## config.mk

```make
export PLATFORM = sky130hd
export DESIGN_NAME = axi_rd_line_fill_flat
export DESIGN_NICKNAME = d
export VERILOG_FILES = /design/src/rtl/axi_rd_line_fill_if.sv /design/src/rtl/axi_rd_line_fill.sv /design/src/flat_wrapper.sv
export SDC_FILE = /design/constraint.sdc
export NUM_CORES = 1
export LEC_CHECK = 0
export CORE_AREA = 3 3 188 190
export CTS_BUF_LIST = sky130_fd_sc_hd__clkbuf_4 sky130_fd_sc_hd__clkbuf_8
export CTS_CLUSTER_DIAMETER = 200
export DETAILED_ROUTE_END_ITERATION = 16
export DIE_AREA = 0 0 191 193
export PLACE_DENSITY = 0.74
export SLEW_MARGIN = 20
export SYNTH_ARGS = -nofsm -noshare
export SYNTH_HDL_FRONTEND = slang
export SYNTH_SLANG_ARGS = --single-unit
```

## constraint.sdc

```tcl
create_clock -name clk_i -period 3 [get_ports clk_i]
set_input_delay 0.45 -clock clk_i [delete_from_list [all_inputs] [get_ports clk_i]]
set_output_delay 0.45 -clock clk_i [all_outputs]
set_load 0.02 [all_outputs]
```

## src/rtl/axi_rd_line_fill_if.sv

```systemverilog
// Bus bundle between the line-fill sequencer, the cache miss handler (fill_*)
// and the AXI shim read channel (rd_*).
interface axi_rd_line_fill_if #(
    parameter int unsigned AxiNumWords = 4,
    parameter int unsigned AxiIdWidth  = 4
);
    localparam int unsigned BlenWidth = $clog2(AxiNumWords);

    logic                        fill_req_i;
    logic                        fill_gnt_o;
    logic [63:0]                 fill_addr_i;
    logic                        fill_single_i;
    logic [1:0]                  fill_size_i;
    logic [AxiIdWidth-1:0]       fill_id_i;
    logic                        fill_lock_i;
    logic                        fill_valid_o;
    logic                        fill_ready_i;
    logic [AxiNumWords*64-1:0]   fill_data_o;
    logic                        fill_exokay_o;

    logic                        rd_req_o;
    logic                        rd_gnt_i;
    logic [63:0]                 rd_addr_o;
    logic [BlenWidth-1:0]        rd_blen_o;
    logic [1:0]                  rd_size_o;
    logic [AxiIdWidth-1:0]       rd_id_o;
    logic                        rd_lock_o;
    logic                        rd_rdy_o;
    logic                        rd_valid_i;
    logic                        rd_last_i;
    logic [63:0]                 rd_data_i;
    logic [AxiIdWidth-1:0]       rd_id_i;
    logic                        rd_exokay_i;

    // The sequencer itself.
    modport slave (
        input  fill_req_i, fill_addr_i, fill_single_i, fill_size_i, fill_id_i,
               fill_lock_i, fill_ready_i,
               rd_gnt_i, rd_valid_i, rd_last_i, rd_data_i, rd_id_i, rd_exokay_i,
        output fill_gnt_o, fill_valid_o, fill_data_o, fill_exokay_o,
               rd_req_o, rd_addr_o, rd_blen_o, rd_size_o, rd_id_o, rd_lock_o,
               rd_rdy_o
    );

    // The surrounding system: miss handler plus AXI shim.
    modport master (
        output fill_req_i, fill_addr_i, fill_single_i, fill_size_i, fill_id_i,
               fill_lock_i, fill_ready_i,
               rd_gnt_i, rd_valid_i, rd_last_i, rd_data_i, rd_id_i, rd_exokay_i,
        input  fill_gnt_o, fill_valid_o, fill_data_o, fill_exokay_o,
               rd_req_o, rd_addr_o, rd_blen_o, rd_size_o, rd_id_o, rd_lock_o,
               rd_rdy_o
    );
endinterface

```

## src/rtl/axi_rd_line_fill.sv

```systemverilog
// Read-side line-fill sequencer: one outstanding line or single-dword read,
// beats assembled into a line buffer with an aggregated EXOKAY flag.
module axi_rd_line_fill #(
    parameter int unsigned AxiNumWords = 4,
    parameter int unsigned AxiIdWidth  = 4
) (
    input logic              clk_i,
    input logic              rst_ni,
    axi_rd_line_fill_if.slave bus
);
    localparam int unsigned IdxWidth = $clog2(AxiNumWords);
    localparam int unsigned LineBits = IdxWidth + 3;
    localparam logic [IdxWidth-1:0] LastIdx = IdxWidth'(AxiNumWords - 1);

    typedef enum logic [1:0] {IDLE, REQ, RESP, DONE} state_e;

    state_e                          state_q, state_d;
    logic [63:0]                     addr_q;
    logic                            single_q;
    logic [1:0]                      size_q;
    logic [AxiIdWidth-1:0]           id_q;
    logic                            lock_q;
    logic [AxiNumWords-1:0][63:0]    line_q;
    logic [IdxWidth-1:0]             cnt_q;
    logic                            exokay_q;
    logic                            beat_ok;
    logic [IdxWidth-1:0]             beat_idx;

    // Foreign-ID beats still see rd_rdy_o, so they are consumed but ignored here.
    assign beat_ok  = (state_q == RESP) && bus.rd_valid_i && (bus.rd_id_i == id_q);
    assign beat_idx = single_q ? addr_q[LineBits-1:3] : cnt_q;

    assign bus.fill_data_o   = line_q;
    assign bus.fill_exokay_o = exokay_q;

    always_ff @(posedge clk_i or negedge rst_ni) begin
        if (!rst_ni) begin
            state_q <= IDLE;
        end else begin
            state_q <= state_d;
        end
    end

    always_comb begin
        state_d          = state_q;
        bus.fill_gnt_o   = 1'b0;
        bus.fill_valid_o = 1'b0;
        bus.rd_req_o     = 1'b0;
        bus.rd_rdy_o     = 1'b0;
        bus.rd_addr_o    = '0;
        bus.rd_blen_o    = '0;
        bus.rd_size_o    = '0;
        bus.rd_id_o      = '0;
        bus.rd_lock_o    = 1'b0;
        case (state_q)
            IDLE: begin
                bus.fill_gnt_o = bus.fill_req_i;
                if (bus.fill_req_i) begin
                    state_d = REQ;
                end
            end
            REQ: begin
                bus.rd_req_o  = 1'b1;
                bus.rd_addr_o = single_q ? addr_q : {addr_q[63:LineBits], {LineBits{1'b0}}};
                bus.rd_blen_o = single_q ? '0 : LastIdx;
                bus.rd_size_o = single_q ? size_q : 2'd3;
                bus.rd_id_o   = id_q;
                bus.rd_lock_o = lock_q;
                if (bus.rd_gnt_i) begin
                    state_d = RESP;
                end
            end
            RESP: begin
                bus.rd_rdy_o = 1'b1;
                if (beat_ok && bus.rd_last_i) begin
                    state_d = DONE;
                end
            end
            DONE: begin
                bus.fill_valid_o = 1'b1;
                if (bus.fill_ready_i) begin
                    state_d = IDLE;
                end
            end
            default: state_d = IDLE;
        endcase
    end

    // Request capture and beat assembly; the buffer only clears once the shim grants.
    always_ff @(posedge clk_i or negedge rst_ni) begin
        if (!rst_ni) begin
            addr_q   <= '0;
            single_q <= 1'b0;
            size_q   <= '0;
            id_q     <= '0;
            lock_q   <= 1'b0;
            line_q   <= '0;
            cnt_q    <= '0;
            exokay_q <= 1'b0;
        end else begin
            case (state_q)
                IDLE: begin
                    if (bus.fill_req_i) begin
                        addr_q   <= bus.fill_addr_i;
                        single_q <= bus.fill_single_i;
                        size_q   <= bus.fill_size_i;
                        id_q     <= bus.fill_id_i;
                        lock_q   <= bus.fill_lock_i;
                    end
                end
                REQ: begin
                    if (bus.rd_gnt_i) begin
                        line_q   <= '0;
                        cnt_q    <= '0;
                        exokay_q <= 1'b1;
                    end
                end
                RESP: begin
                    if (beat_ok) begin
                        line_q[beat_idx] <= bus.rd_data_i;
                        exokay_q         <= exokay_q & bus.rd_exokay_i;
                        if (!single_q && (cnt_q != LastIdx)) begin
                            cnt_q <= cnt_q + IdxWidth'(1);
                        end
                    end
                end
                default: ;
            endcase
        end
    end
endmodule

```

## src/flat_wrapper.sv

```systemverilog
// flat-port wrapper written by rule: the top's interface ports become plain ports
module axi_rd_line_fill_flat 
#(
    parameter int unsigned AxiNumWords = 4,
    parameter int unsigned AxiIdWidth  = 4
)
  (clk_i, rst_ni, bus_fill_req_i, bus_fill_addr_i, bus_fill_single_i, bus_fill_size_i, bus_fill_id_i, bus_fill_lock_i, bus_fill_ready_i, bus_rd_gnt_i, bus_rd_valid_i, bus_rd_last_i, bus_rd_data_i, bus_rd_id_i, bus_rd_exokay_i, bus_fill_gnt_o, bus_fill_valid_o, bus_fill_data_o, bus_fill_exokay_o, bus_rd_req_o, bus_rd_addr_o, bus_rd_blen_o, bus_rd_size_o, bus_rd_id_o, bus_rd_lock_o, bus_rd_rdy_o);
  axi_rd_line_fill_if #(.AxiNumWords(AxiNumWords), .AxiIdWidth(AxiIdWidth)) bus_i ();
  input logic clk_i;
  input logic rst_ni;
  input wire logic [$bits(bus_i.fill_req_i)-1:0] bus_fill_req_i;
  input wire logic [$bits(bus_i.fill_addr_i)-1:0] bus_fill_addr_i;
  input wire logic [$bits(bus_i.fill_single_i)-1:0] bus_fill_single_i;
  input wire logic [$bits(bus_i.fill_size_i)-1:0] bus_fill_size_i;
  input wire logic [$bits(bus_i.fill_id_i)-1:0] bus_fill_id_i;
  input wire logic [$bits(bus_i.fill_lock_i)-1:0] bus_fill_lock_i;
  input wire logic [$bits(bus_i.fill_ready_i)-1:0] bus_fill_ready_i;
  input wire logic [$bits(bus_i.rd_gnt_i)-1:0] bus_rd_gnt_i;
  input wire logic [$bits(bus_i.rd_valid_i)-1:0] bus_rd_valid_i;
  input wire logic [$bits(bus_i.rd_last_i)-1:0] bus_rd_last_i;
  input wire logic [$bits(bus_i.rd_data_i)-1:0] bus_rd_data_i;
  input wire logic [$bits(bus_i.rd_id_i)-1:0] bus_rd_id_i;
  input wire logic [$bits(bus_i.rd_exokay_i)-1:0] bus_rd_exokay_i;
  output wire logic [$bits(bus_i.fill_gnt_o)-1:0] bus_fill_gnt_o;
  output wire logic [$bits(bus_i.fill_valid_o)-1:0] bus_fill_valid_o;
  output wire logic [$bits(bus_i.fill_data_o)-1:0] bus_fill_data_o;
  output wire logic [$bits(bus_i.fill_exokay_o)-1:0] bus_fill_exokay_o;
  output wire logic [$bits(bus_i.rd_req_o)-1:0] bus_rd_req_o;
  output wire logic [$bits(bus_i.rd_addr_o)-1:0] bus_rd_addr_o;
  output wire logic [$bits(bus_i.rd_blen_o)-1:0] bus_rd_blen_o;
  output wire logic [$bits(bus_i.rd_size_o)-1:0] bus_rd_size_o;
  output wire logic [$bits(bus_i.rd_id_o)-1:0] bus_rd_id_o;
  output wire logic [$bits(bus_i.rd_lock_o)-1:0] bus_rd_lock_o;
  output wire logic [$bits(bus_i.rd_rdy_o)-1:0] bus_rd_rdy_o;
  assign bus_i.fill_req_i = bus_fill_req_i;
  assign bus_i.fill_addr_i = bus_fill_addr_i;
  assign bus_i.fill_single_i = bus_fill_single_i;
  assign bus_i.fill_size_i = bus_fill_size_i;
  assign bus_i.fill_id_i = bus_fill_id_i;
  assign bus_i.fill_lock_i = bus_fill_lock_i;
  assign bus_i.fill_ready_i = bus_fill_ready_i;
  assign bus_i.rd_gnt_i = bus_rd_gnt_i;
  assign bus_i.rd_valid_i = bus_rd_valid_i;
  assign bus_i.rd_last_i = bus_rd_last_i;
  assign bus_i.rd_data_i = bus_rd_data_i;
  assign bus_i.rd_id_i = bus_rd_id_i;
  assign bus_i.rd_exokay_i = bus_rd_exokay_i;
  assign bus_fill_gnt_o = bus_i.fill_gnt_o;
  assign bus_fill_valid_o = bus_i.fill_valid_o;
  assign bus_fill_data_o = bus_i.fill_data_o;
  assign bus_fill_exokay_o = bus_i.fill_exokay_o;
  assign bus_rd_req_o = bus_i.rd_req_o;
  assign bus_rd_addr_o = bus_i.rd_addr_o;
  assign bus_rd_blen_o = bus_i.rd_blen_o;
  assign bus_rd_size_o = bus_i.rd_size_o;
  assign bus_rd_id_o = bus_i.rd_id_o;
  assign bus_rd_lock_o = bus_i.rd_lock_o;
  assign bus_rd_rdy_o = bus_i.rd_rdy_o;
  axi_rd_line_fill #(.AxiNumWords(AxiNumWords), .AxiIdWidth(AxiIdWidth)) u_core (.clk_i(clk_i), .rst_ni(rst_ni), .bus(bus_i));
endmodule
```

# Yosys cells after proc, flatten, opt, wreduce, memory -nomap -nowiden
# Index checks and enable logic that the tools add are counted.
dict set report classes {
  addsub 1
  n_reduce_logical 12
  mux 31
  n_eq_ne 11
  bitwise 1
  magnitude_cmp 2
}
# cell count
set ops {}
lappend ops {{256-bit 2-to-1 mux} 2}
lappend ops {{256-bit case mux with 2 select lines} 1}
lappend ops {{256-bit bitwise mux} 1}
lappend ops {{64-bit demux with 2-bit select} 1}
lappend ops {{64-bit 2-to-1 mux} 2}
lappend ops {{2-bit 2-to-1 mux} 12}
lappend ops {{2-bit != test, second input constant} 6}
lappend ops {{2-bit case mux with 4 select lines} 1}
lappend ops {{4-bit AND reduction} 2}
lappend ops {{1-bit 2-to-1 mux} 7}
lappend ops {{1-bit logical AND} 5}
lappend ops {{5-bit 2-to-1 mux} 1}
lappend ops {{2-bit equality test, second input constant} 2}
lappend ops {{4-bit equality test} 1}
lappend ops {{4-bit 2-to-1 mux} 1}
lappend ops {{2-bit case mux with 2 select lines} 1}
lappend ops {{2-bit by 3-bit < comparator with 1-bit output, second input constant} 1}
lappend ops {{3-bit AND reduction} 1}
lappend ops {{2-bit by 1-bit adder with 2-bit output, second input constant} 1}
lappend ops {{2-bit by 1-bit equality test with 1-bit output, second input constant} 1}
lappend ops {{2-bit by 1-bit >= comparator with 1-bit output, second input constant} 1}
lappend ops {{2-bit zero test} 1}
lappend ops {{2-bit by 1-bit != test with 1-bit output, second input constant} 1}
lappend ops {{1-bit case mux with 2 select lines} 1}
lappend ops {{other kinds (4)} 4}
dict set report totals {
  word_cells 70
  ff_bits 333
}

# Longest topological paths before layout
dict set report depth {
  ltp_word 8
  mapped_depth 9
  mapped_depth_nobuf 6
}

# Worst setup path after synthesis
# Ideal clock, no wire load.
dict set report synth_timing {
  path_type {flip-flop to output port}
  start {register u_core.state_q[1]}
  end {output port bus_rd_blen_o[1]}
  path_stages_with_launch 7
  path_buffers 3
  setup_slack_ns 0.640
  t_arrival_ns 1.910
  path_cell_list {dfrtp_1 > inv_1 > ha_1 > clkbuf_1 > clkbuf_1 > nor2b_1 > buf_4}
}
dict set report synth_between {
  elab_chain_len 2
}
# element line_no
set synth_lines {}
lappend synth_lines {{start, declared} axi_rd_line_fill.sv:17} ;# state_e state_q, state_d;
lappend synth_lines {{start signal, assigned} axi_rd_line_fill.sv:40} ;# state_q <= state_d;
lappend synth_lines {{2-bit by 1-bit equality test with 1-bit output} axi_rd_line_fill.sv:55} ;# case (state_q)
lappend synth_lines {{2-bit 2-to-1 mux} axi_rd_line_fill.sv:55}
lappend synth_lines {{end, declared} flat_wrapper.sv:30} ;# output wire logic [$bits(bus_i.rd_blen_o)-1:0] bus_rd_blen_o;
# No other way between the ends.

# Final worst setup path
dict set report layout_timing {
  start {register u_core.state_q[1]}
  end {output port bus_rd_size_o[0]}
}
dict set report layout_between {
  elab_chain_len 2
}
# element line_no
set layout_lines {}
lappend layout_lines {{2-bit by 1-bit equality test with 1-bit output} axi_rd_line_fill.sv:55}
lappend layout_lines {{2-bit 2-to-1 mux} axi_rd_line_fill.sv:55}
lappend layout_lines {{end, declared} flat_wrapper.sv:31} ;# output wire logic [$bits(bus_i.rd_size_o)-1:0] bus_rd_size_o;
# No other way between the ends.

==> flow_summary.ini <==
[run_status]
status = finished clean

[power]
peakVddDrop_mv = 0.569
p_comb_share_pct = 35.4
p_sw_share_pct = 33.2
p_leak_nw = 9.36
switching_power_mw = 5.22
internal_power_mw = 10.5
power_density_nw_per_um2 = 764
p_clk_share_pct = 26.2
pwr-share-seq_pct = 38.4
power_mw = 15.7

[timing]
period_share_pct = 95.0
max_slew_margin_pct = 41.2
fin_skew_ns = 0.0247
rsz0062_at_grt = false
tns_ns = 0
slew_viol_final = 0
clock.fmax_ghz = 0.351
worst_pin_slew_ns = 0.883
setup_viol = 0
fin_crit_ns = 2.85
hold_violations = 0

[clock_tree]
cts_buffer_depth = 3
cts.sink_count = 333
cts-root-buf = clkbuf_8
clk_pin_slew_worst_paths_ns = 0.06
htreeDepth = 2
cts_buffers = 55
insertion_delay_ns = 0.58
cts_tree = built

[place]
gp_congestion = 0.814
dpl.hpwl_mm = 30.1
numPortBuffers = 481
dpl_cell_area_um2 = 19400

[floorplan]
placementRows = 67
die_h_um = 193
core_area_um2 = 33600
die_w_um = 191
io_pins = 482
die_area_um2 = 36900
initial_core_util_pct = 41.7

[synthesis]
synth_nets = 1299
postSynthCellCount = 1146
ys_async_sr_fraction_pct = 100
ys_warn_count = 0
synth_edf_count = 0
synth_seq_area_share_pct = 59.5
syn-cell-area_um2 = 14000
synth_top_flop_cell = dfrtp_1
yosysTopAreaCell = dfrtp_1
ys_ff_latch = 333
synthDistinctLibCells = 40
syn_area_per_cell_um2 = 12.2
synth_top_area_share_pct = 59.5
synth_area_leaders = dfrtp_1 (59%), mux2i_1 (14%), mux2_2 (5.5%)

[grt]
grt_max_degree = 91
grt_pass1_vias = 11507
antenna_found_initial = 1
gr-total-overflow = 0
grt_first_pass_wirelength_mm = 65.2
grt_usage_pct = 22.4

[routing]
avgViaCountPerCell = 5.03
ant_nets = 0
drcViolationCount = 0
finalWirelength_mm = 42.8
routedWlPerCell_um = 20.2
num_vias = 10661
dr.pass1.iters = 4
drtIter0Drc = 609

[critical_path]
worstSetupEndpointType = output port
critPathArrivalTime_ns = 2.40
critPathMaxStageDelay_ns = 0.68
cp_slowest_cell = clkdlybuf4s50_1
path_cells = inv_1 -> ha_4 -> buf_4 -> a21boi_0 -> clkdlybuf4s50_1
crit_fanout = 14
cp.required_ns = 2.55
critPathBufInv = 3
worstSetupStartpointType = register
crit_type = reg -> out
cp_top_family = buffers and inverters

[finish]
synthToLayoutAreaGrowth_pct = 46.9
n_fill_cell = 2755
design_area_um2 = 20600
drive_above_1_share_pct = 12.3
nets = 1787

[worst_hold_path]
hp-class = in -> reg

[run]
drv_cap = 0
[worst reg2reg max path: cells and delay by family, from the launching register on]
kind	cells	cell delay, ns
adder cells (fa/ha/maj)	1	0.42
multiplexers	1	0.25
AO/OA/AOI/OAI	1	0.43
buffers and inverters	1	0.15
AND/OR/NAND/NOR	1	0.97
flip-flops	1	0.42
[kinds of logic (layout without fill, tap and decap cells)]
kind of cell               count (synthesis)  count (layout)  synth area share (%)
adders and majority gates                  5               5                 0.446
muxes                                    262             262                  19.3
AOI/OAI and AO/OA                         85              85                  5.69
DFF                                      333             333                  59.5
other                                      0               1                     0
and+or+nand+nor                          301             301                  9.76
buffers and inverters                    157             682                  5.12
xor gates and xnor gates                   3               3                 0.188
[cell type report]
class	instances	area [um^2]	area share, %
clock inverter	4	26.3	0.128
clock buffer	90	1130	5.47
tap	448	561	2.72
sequential	333	8330	40.5
multi-input combinational	656	5000	24.3
inverter	73	274	1.33
antenna	1	2.50	0.0122
timing repair buffer	515	5250	25.5
[Yosys cell counts (3+ instances only)]
cell type and instances:
a32o_1 65, and2_1 65, and3_1 5, buf_1 11
buf_2 9, buf_4 19, buf_6 6, clkbuf_1 39
dfrtp_1 333, ha_1 5, inv_1 73, mux2_2 69
mux2i_1 193, nand2_1 205, nand2b_1 3, nand3_1 3
nor2_1 5, nor2b_1 4, o211ai_1 3, o21ai_0 5
xnor2_1 3
[sequential cells by signal, summed over array words and instances (netlist names)]
register / cells
u_core.bus.fill_data_o: 256
u_core.addr_q: 64
u_core.id_q: 4
u_core.cnt_q: 2
u_core.size_q: 2
u_core.state_q: 2
u_core.bus.fill_exokay_o: 1
u_core.lock_q: 1
u_core.single_q: 1
[repair_timing]
action                                 CTS  global route
setup endpoints to repair               60            28
gates resized for setup                  1             5
endpoints found under the hold margin   77             0
buffers inserted                         0             1
hold buffers                             1             0
[layout by cell type, fill, tap and decap left out, types with 2 or more instances in the layout]
master / netlist / routed
o21ai_0: 5 / 5
buf_4: 19 / 19
mux2_2: 69 / 69
nand2_1: 205 / 205
nand3_1: 3 / 2
clkbuf_8: 0 / 72
and2_1: 65 / 64
o211ai_1: 3 / 3
nand2b_1: 3 / 3
a21boi_0: 2 / 2
nor2_1: 5 / 5
xnor2_1: 3 / 3
clkinv_2: 0 / 2
o311ai_0: 2 / 2
nor2b_1: 4 / 4
and3_1: 5 / 5
buf_12: 0 / 13
clkbuf_4: 0 / 18
clkdlybuf4s50_1: 0 / 476
a32o_1: 65 / 65
dfrtp_1: 333 / 333
inv_1: 73 / 73
ha_1: 5 / 4
nor3_1: 2 / 2
mux2i_1: 193 / 193
dlymetal6s2s_1: 0 / 4
[worst paths after layout]
path | startpoint | endpoint | slack [ns] | cells past startpoint
worst max-delay path | u_core.state_q[1] | bus_rd_size_o[0] | 0.15 | 5
worst min-delay path | bus_fill_addr_i[3] | u_core.addr_q[3] | 0.44 | 3
worst max register to register | u_core.state_q[0] | u_core.bus.fill_data_o[170] | 0.26 | 5
worst min register to register | u_core.addr_q[9] | u_core.addr_q[9] | 0.50 | 1
max in group asynchronous | rst_ni | u_core.bus.fill_data_o[15] | 1.62 | 4
min in group asynchronous | rst_ni | u_core.bus.fill_data_o[218] | 0.50 | 2
[metal layers]
metal / GRT usage (%) / vias up / routed length [um]
li1: - / 4862 / -
met1: 26.6 / 5312 / 16600
met2: 39.4 / 404 / 21400
met3: 6.09 / 83 / 3240
met4: 8.04 / 0 / 1530
met5: 0 / - / 0
[metrics by stage]
step	util, %	setup slack [ns]	hold WS, ns	cells
finish	61.2	0.151	0.444	2120
global route	61.2	0.0220	0.428	2120
CTS	61.1	0.0213	0.401	2118
detailed placement	57.7	0.258	0.488	2023
global placement	57.7	0.303	0.482	2023
floorplan	-	0.640	0.154	1146
[power groups by stage]
| stage | Sequential, mW | Clock [mW] | Combinational (mW) |
|---|---|---|---|
| final | 6.04 | 4.12 | 5.57 |
| after global routing | 6.15 | 4.44 | 5.96 |
| after CTS | 6.03 | 4.22 | 5.63 |
| after detailed placement | 6.10 | 0 | 5.59 |
| after global placement | 6.06 | 0 | 5.50 |
| after floorplan | 6.53 | 0 | 2.41 |
No activity file was read; power rests on OpenSTA's default activity.
